## config.mk

```make
export PLATFORM = sky130hd
export DESIGN_NAME = cfg_branch_recorder
export DESIGN_NICKNAME = d
export VERILOG_FILES = /design/src/rtl/zr_cfg_pkg.sv /design/src/rtl/cfg_rec_fifo.sv /design/src/rtl/cfg_branch_recorder.sv
export SDC_FILE = /design/constraint.sdc
export NUM_CORES = 1
export LEC_CHECK = 0
export ABC_AREA = 1
export CAP_MARGIN = 20
export CORE_MARGIN = 3
export CORE_UTILIZATION = 40
export CTS_BUF_LIST = sky130_fd_sc_hd__clkbuf_8
export DETAILED_ROUTE_END_ITERATION = 6
export PLACE_DENSITY = 0.59
export SYNTH_ARGS = -nofsm -noshare
export SYNTH_HDL_FRONTEND = slang
export SYNTH_HIERARCHICAL = 1
export SYNTH_SLANG_ARGS = --single-unit
```

## constraint.sdc

```tcl
create_clock -name i_clk -period 10 [get_ports i_clk]
set_input_delay 2 -clock i_clk [delete_from_list [all_inputs] [get_ports i_clk]]
set_output_delay 2 -clock i_clk [all_outputs]
set_load 0.01 [all_outputs]
```

## src/rtl/zr_cfg_pkg.sv

```systemverilog
// Shared Zero_Risc control-flow table constants: branch record layout and the
// default instruction stride, common to the recorder and the integrity checker.
package zr_cfg_pkg;

    localparam int ZR_REC_W    = 32;
    localparam int ZR_ADDR_W   = 16;
    localparam int ZR_FROM_MSB = 31;
    localparam int ZR_FROM_LSB = 16;
    localparam int ZR_TO_MSB   = 15;
    localparam int ZR_TO_LSB   = 0;
    localparam int ZR_STRIDE   = 4;

    typedef logic [ZR_REC_W-1:0] zr_rec_t;

    function automatic zr_rec_t zr_make_rec(input logic [ZR_ADDR_W-1:0] from_addr,
                                            input logic [ZR_ADDR_W-1:0] to_addr);
        zr_rec_t rec;
        rec = '0;
        rec[ZR_FROM_MSB:ZR_FROM_LSB] = from_addr;
        rec[ZR_TO_MSB:ZR_TO_LSB]     = to_addr;
        return rec;
    endfunction

endpackage

```

## src/rtl/cfg_rec_fifo.sv

```systemverilog
// Show-ahead record FIFO with wrap-bit pointers and a registered occupancy count.
// A push into a full FIFO is accepted only when a pop happens in the same cycle.
module cfg_rec_fifo #(
    parameter int DEPTH = 8,
    parameter int WIDTH = 32
) (
    input  logic                       clk,
    input  logic                       rst,
    input  logic                       push,
    input  logic [WIDTH-1:0]           push_data,
    input  logic                       pop,
    output logic [WIDTH-1:0]           head_data,
    output logic                       not_empty,
    output logic                       full,
    output logic [$clog2(DEPTH+1)-1:0] count
);

    localparam int AW = $clog2(DEPTH);
    localparam int PW = AW + 1;

    logic [WIDTH-1:0] mem [DEPTH];
    logic [PW-1:0]    wr_ptr;
    logic [PW-1:0]    rd_ptr;
    logic             empty;
    logic             do_pop;
    logic             do_push;

    assign empty   = (wr_ptr == rd_ptr);
    assign full    = (wr_ptr[AW] != rd_ptr[AW]) && (wr_ptr[AW-1:0] == rd_ptr[AW-1:0]);
    assign do_pop  = pop && !empty;
    assign do_push = push && (!full || do_pop);

    assign not_empty = !empty;
    // Masked while empty so the head reads 0 after reset without clearing storage.
    assign head_data = empty ? '0 : mem[rd_ptr[AW-1:0]];

    // NOTE: all state below uses non-blocking assignments so every register
    // samples pre-edge values, independent of statement order.
    always_ff @(posedge clk) begin
        if (rst) begin
            wr_ptr <= '0;
            rd_ptr <= '0;
            count  <= '0;
        end else begin
            if (do_push) wr_ptr <= wr_ptr + 1'b1;
            if (do_pop)  rd_ptr <= rd_ptr + 1'b1;
            case ({do_push, do_pop})
                2'b10:   count <= count + 1'b1;
                2'b01:   count <= count - 1'b1;
                default: count <= count;
            endcase
        end
    end

    // NOTE: storage is deliberately not reset; pointers define what is valid,
    // and leaving the array reset-free lets it map onto plain RAM.
    always_ff @(posedge clk) begin
        if (do_push) mem[wr_ptr[AW-1:0]] <= push_data;
    end

endmodule

```

## src/rtl/cfg_branch_recorder.sv

```systemverilog
// Branch recorder: turns non-sequential PC transitions into {from,to} table records.
// Optional duplicate suppression is built when CFG_REC_DEDUP_EN is defined.
module cfg_branch_recorder
    import zr_cfg_pkg::*;
#(
    parameter int DEPTH     = 8,
    parameter int STRIDE    = ZR_STRIDE,
    parameter int SEEN_SIZE = 16
) (
    input  logic                       i_clk,
    input  logic                       i_rst,
    input  logic                       i_enable,
    input  logic [31:0]                i_instr_addr,
    output logic [ZR_REC_W-1:0]        o_rec_data,
    output logic                       o_rec_valid,
    input  logic                       i_rec_ready,
    output logic [$clog2(DEPTH+1)-1:0] o_count,
    output logic                       o_overflow
);

    logic [31:0]   pc_last;
    logic          pc_valid;
    logic [31:0]   pc_seq;
    logic          addr_moved;
    logic          branch;
    zr_rec_t       rec;
    logic          seen_hit;
    logic          fifo_full;
    logic          pop;
    logic          room;
    logic          push;
    logic          drop;

    assign pc_seq     = pc_last + 32'(STRIDE);
    // Address 0 marks an empty table slot, so it never moves the tracker.
    assign addr_moved = (i_instr_addr != pc_last) && (i_instr_addr != '0);
    assign branch     = addr_moved && pc_valid && i_enable && (i_instr_addr != pc_seq);
    assign rec        = zr_make_rec(pc_last[ZR_ADDR_W-1:0], i_instr_addr[ZR_ADDR_W-1:0]);

    assign pop  = o_rec_valid && i_rec_ready;
    assign room = !fifo_full || pop;
    assign push = branch && !seen_hit && room;
    assign drop = branch && !seen_hit && !room;

    always_ff @(posedge i_clk) begin
        if (i_rst) begin
            pc_last  <= '0;
            pc_valid <= 1'b0;
        end else if (addr_moved) begin
            pc_last  <= i_instr_addr;
            pc_valid <= 1'b1;
        end
    end

    always_ff @(posedge i_clk) begin
        if (i_rst)      o_overflow <= 1'b0;
        else if (drop)  o_overflow <= 1'b1;
    end

`ifdef CFG_REC_DEDUP_EN
    localparam int SW = (SEEN_SIZE > 1) ? $clog2(SEEN_SIZE) : 1;

    zr_rec_t                seen_rec [SEEN_SIZE];
    logic [SEEN_SIZE-1:0]   seen_vld;
    logic [SW-1:0]          seen_ptr;

    // NOTE: the flag gets a default before the loop so no path leaves it
    // unassigned, which would otherwise infer a latch.
    always_comb begin
        seen_hit = 1'b0;
        for (int i = 0; i < SEEN_SIZE; i++) begin
            if (seen_vld[i] && (seen_rec[i] == rec)) seen_hit = 1'b1;
        end
    end

    // Only records actually queued enter the history; dropped misses do not.
    always_ff @(posedge i_clk) begin
        if (i_rst) begin
            seen_vld <= '0;
            seen_ptr <= '0;
        end else if (push) begin
            seen_vld[seen_ptr] <= 1'b1;
            seen_ptr <= (seen_ptr == SW'(SEEN_SIZE - 1)) ? '0 : seen_ptr + 1'b1;
        end
    end

    always_ff @(posedge i_clk) begin
        if (push) seen_rec[seen_ptr] <= rec;
    end
`else
    assign seen_hit = 1'b0;
`endif

    cfg_rec_fifo #(
        .DEPTH (DEPTH),
        .WIDTH (ZR_REC_W)
    ) u_fifo (
        .clk       (i_clk),
        .rst       (i_rst),
        .push      (push),
        .push_data (rec),
        .pop       (pop),
        .head_data (o_rec_data),
        .not_empty (o_rec_valid),
        .full      (fifo_full),
        .count     (o_count)
    );

endmodule

```

==> results.toml <==
[route]
vias = 9774
ant_nets = 0
post_drt_wl_per_cell_um = 18.5
drtIter0Drc = 664
drcViolationCount = 0
dr.pass1.iters = 5
finalWirelength_um = 34600
via_per_inst = 5.24

[clock_tree]
cts_tree = "done"
root_buffer = "clkbuf_8"
numCtsBuffers = 50
clock-sinks = 305
cts_max_path_buffers = 3
cts.hold.buffers_added = 0
post_cts_buffers = 0
cts_resized = 0
path_clk_slew_ns = 0.06
cts-htree-levels = 2
worstSkewPairLatency_ns = 0.57

[layout]
num_antenna_cells = 0
drive_gt1_share_pct = 8.99
area_growth_pct = 15.9
instances_no_fill = 1866
fin_nets = 1425
fin_util_pct = 47.5

[floorplanning]
dieArea_um2 = 36000
row_count = 66
core_um2 = 32900
die_width_um = 190
die_h_um = 190
start_util_pct = 41.0
ios = 74

[synth]
synth_edf_count = 256
syn_area_um2 = 13500
ys_seq_elements = 305
ys_seq_area_share_pct = 64.1
synth_cell_type_count = 43
synth_top_area_share_pct = 56.9
synth_area_leader_cell = "edfxtp_1"
synthArstFlopShare_pct = 0
syn-num-nets = 1348
synth-main-ff-cell = "edfxtp_1"
yosys_warnings = 6
synthCells = 1306
synth.area.top_cells = "edfxtp_1, dfxtp_1, nor2_1"
syn_avg_cell_area_um2 = 10.3

[critical_path]
path_cells = "clkinv_2 > buf_4 > o21ai_0 > o22ai_1 > o21ai_0 > a31oi_1 > clkdlybuf4s50_1"
start_kind = "flop"
worstPathRequired_ns = 8.00
slowest_stage = "dfxtp_4"
endpoint_kind = "output pin"
cp_num_buf_inv = 3
crit_family = "buffers and inverters"
slowest_delay_ns = 0.80
arrival_ns = 3.99
criticalPathCategory = "reg2out"
path_common_cell = "o21ai_0"
cp_max_fo = 84

[power_and_ir_drop]
p_leak_nw = 5.49
switching_share_pct = 25.6
p_comb_share_pct = 11.5
power_switching_uw = 714
p_int_mw = 2.07
ir_drop_uv = 80.8
p_total_mw = 2.79
clkPwrFrac_pct = 37.0
power_per_cell_area_nw_per_um2 = 178
p_seq_share_pct = 51.5

[global_route]
grt_antenna_before_repair = 1
grt_first_pass_wirelength_um = 53500
track_usage_pct = 19.0
overflow = 0
grt_max_degree = 85
grt_pass1_vias = 9477

[placed_design]
dp_slack_ns = 3.88
placedCellCount = 1770
port_buffers = 73
dp_hpwl_um = 20900
gp_congestion = 0.900

[timing]
finalHoldViolations = 0
skew_ns = 0.0257
setup_viol = 0
clock.fmax_mhz = 167
slew_headroom_pct = 25.6
period_minus_slack_ns = 5.99
timing.final.ws_setup_ns = 4.01
report.final.slew_viol_count = 0
setup_tns_ns = 0
fin_crit_sh_pct = 59.9
worstMarginPinSlew_ns = 1.11
rsz0062_at_grt = "false"

[run_status]
status = "finished, final reports clean"

[min_path]
hp-class = "reg2reg"

[run]
max_cap_violations = 0
routing by layer:
| layer | vias to the layer above | share of wire [%] | global-route usage, % |
|---|---|---|---|
| li1 | 4720 | - | - |
| met1 | 4699 | 46 | 26.9 |
| met2 | 289 | 46 | 30.4 |
| met3 | 66 | 5.7 | 3.00 |
| met4 | 0 | 2.5 | 5.97 |
| met5 | - | 0 | 0 |
cells by family (layout without fill, tap and decap cells):
| family | after synthesis | count (layout) | share of synthesized area, % |
|---|---|---|---|
| AOI/OAI and AO/OA | 285 | 285 | 11.3 |
| xor gates and xnor gates | 38 | 38 | 2.46 |
| adders and majority gates | 6 | 6 | 0.611 |
| buffers and inverters | 123 | 241 | 3.93 |
| DFF | 305 | 305 | 64.1 |
| and+or+nand+nor | 549 | 549 | 17.5 |
worst register-to-register path: stages (launching register included):
cell and delay, ns:
dfxtp_1 0.75, ha_1 0.36, inv_1 0.14, nor2_4 0.21
nand3_2 0.15, inv_1 0.17, nand2_1 0.07, nand2_1 0.07
inv_1 0.03, nand2_1 0.09, nor2_1 0.05, nand2_1 0.06
nor2_2 0.04, nand3_2 0.07, nand2_1 0.05, nor2_1 0.22
nand2_1 0.23, nor2_1 0.13, inv_1 0.13, nor2_4 0.86
sequential cells by signal, summed over array words and instances, names as in the netlist, named ones only:
name           cells
u_fifo/mem       256
pc_last           32
u_fifo/count       4
u_fifo/rd_ptr      4
u_fifo/wr_ptr      4
o_overflow         1
pc_valid           1
area by class of cell:
type	instances	area, um^2
inverter	62	234
multi-input combinational	878	4370
timing repair buffer	86	886
clock buffer	50	688
clock inverter	43	262
fill	2998	17300
sequential	305	8670
tap	442	553
power groups by stage:
stage          logic [mW]  clock network, mW  registers, mW
4_1_cts             0.322               1.06           1.44
3_3_place_gp        0.318                  0           1.46
6_report            0.320               1.03           1.44
3_5_place_dp        0.321                  0           1.46
5_1_grt             0.356               1.12           1.44
2_1_floorplan       0.192                  0           1.44
final timing paths:
path	start	to	slack [ns]	depth (start not counted)
worst max-delay path	flop	o_rec_data[3]	4.01	7
worst max register to register	pc_last[3]	u_fifo/mem[3][23]	5.69	19
worst min register to register	o_overflow	o_overflow	0.46	2
worst min-delay path	o_overflow	o_overflow	0.46	2
per-stage QoR:
| step | instance area (um^2) | hold WS (ns) |
|---|---|---|
| after floorplan | 13500 | 0.440 |
| after detailed placement | 14700 | 0.448 |
| after global routing | 15700 | 0.495 |
| after CTS | 15600 | 0.458 |
| final | 15700 | 0.460 |
| after global placement | 14600 | 0.451 |
Yosys cell counts, types with 10 or more instances:
library cell	n
o22ai_1	32
clkbuf_1	31
inv_1	54
xnor2_1	20
xor2_1	18
o21ai_1	13
o21ai_0	157
nand3_1	31
nand2_1	203
a21oi_1	41
edfxtp_1	256
nor2_1	251
buf_2	16
a31oi_1	32
dfxtp_1	49
nand4_1	10
layout by cell type, fill, tap and decap left out, types with 8 or more instances in the layout:
master	instances
clkbuf_8	50
dfxtp_1	47
o21ai_0	157
clkinv_2	8
xor2_1	18
a31oi_1	32
buf_4	9
nand4_1	10
nand2_1	203
a21oi_1	41
xnor2_1	20
nor2_4	14
edfxtp_1	256
o21ai_1	13
nor4_1	8
o22ai_1	32
clkinv_1	17
clkdlybuf4s50_1	73
inv_1	68
nor2_1	245
nand3_1	31
Power figures use the tool's default switching activity.
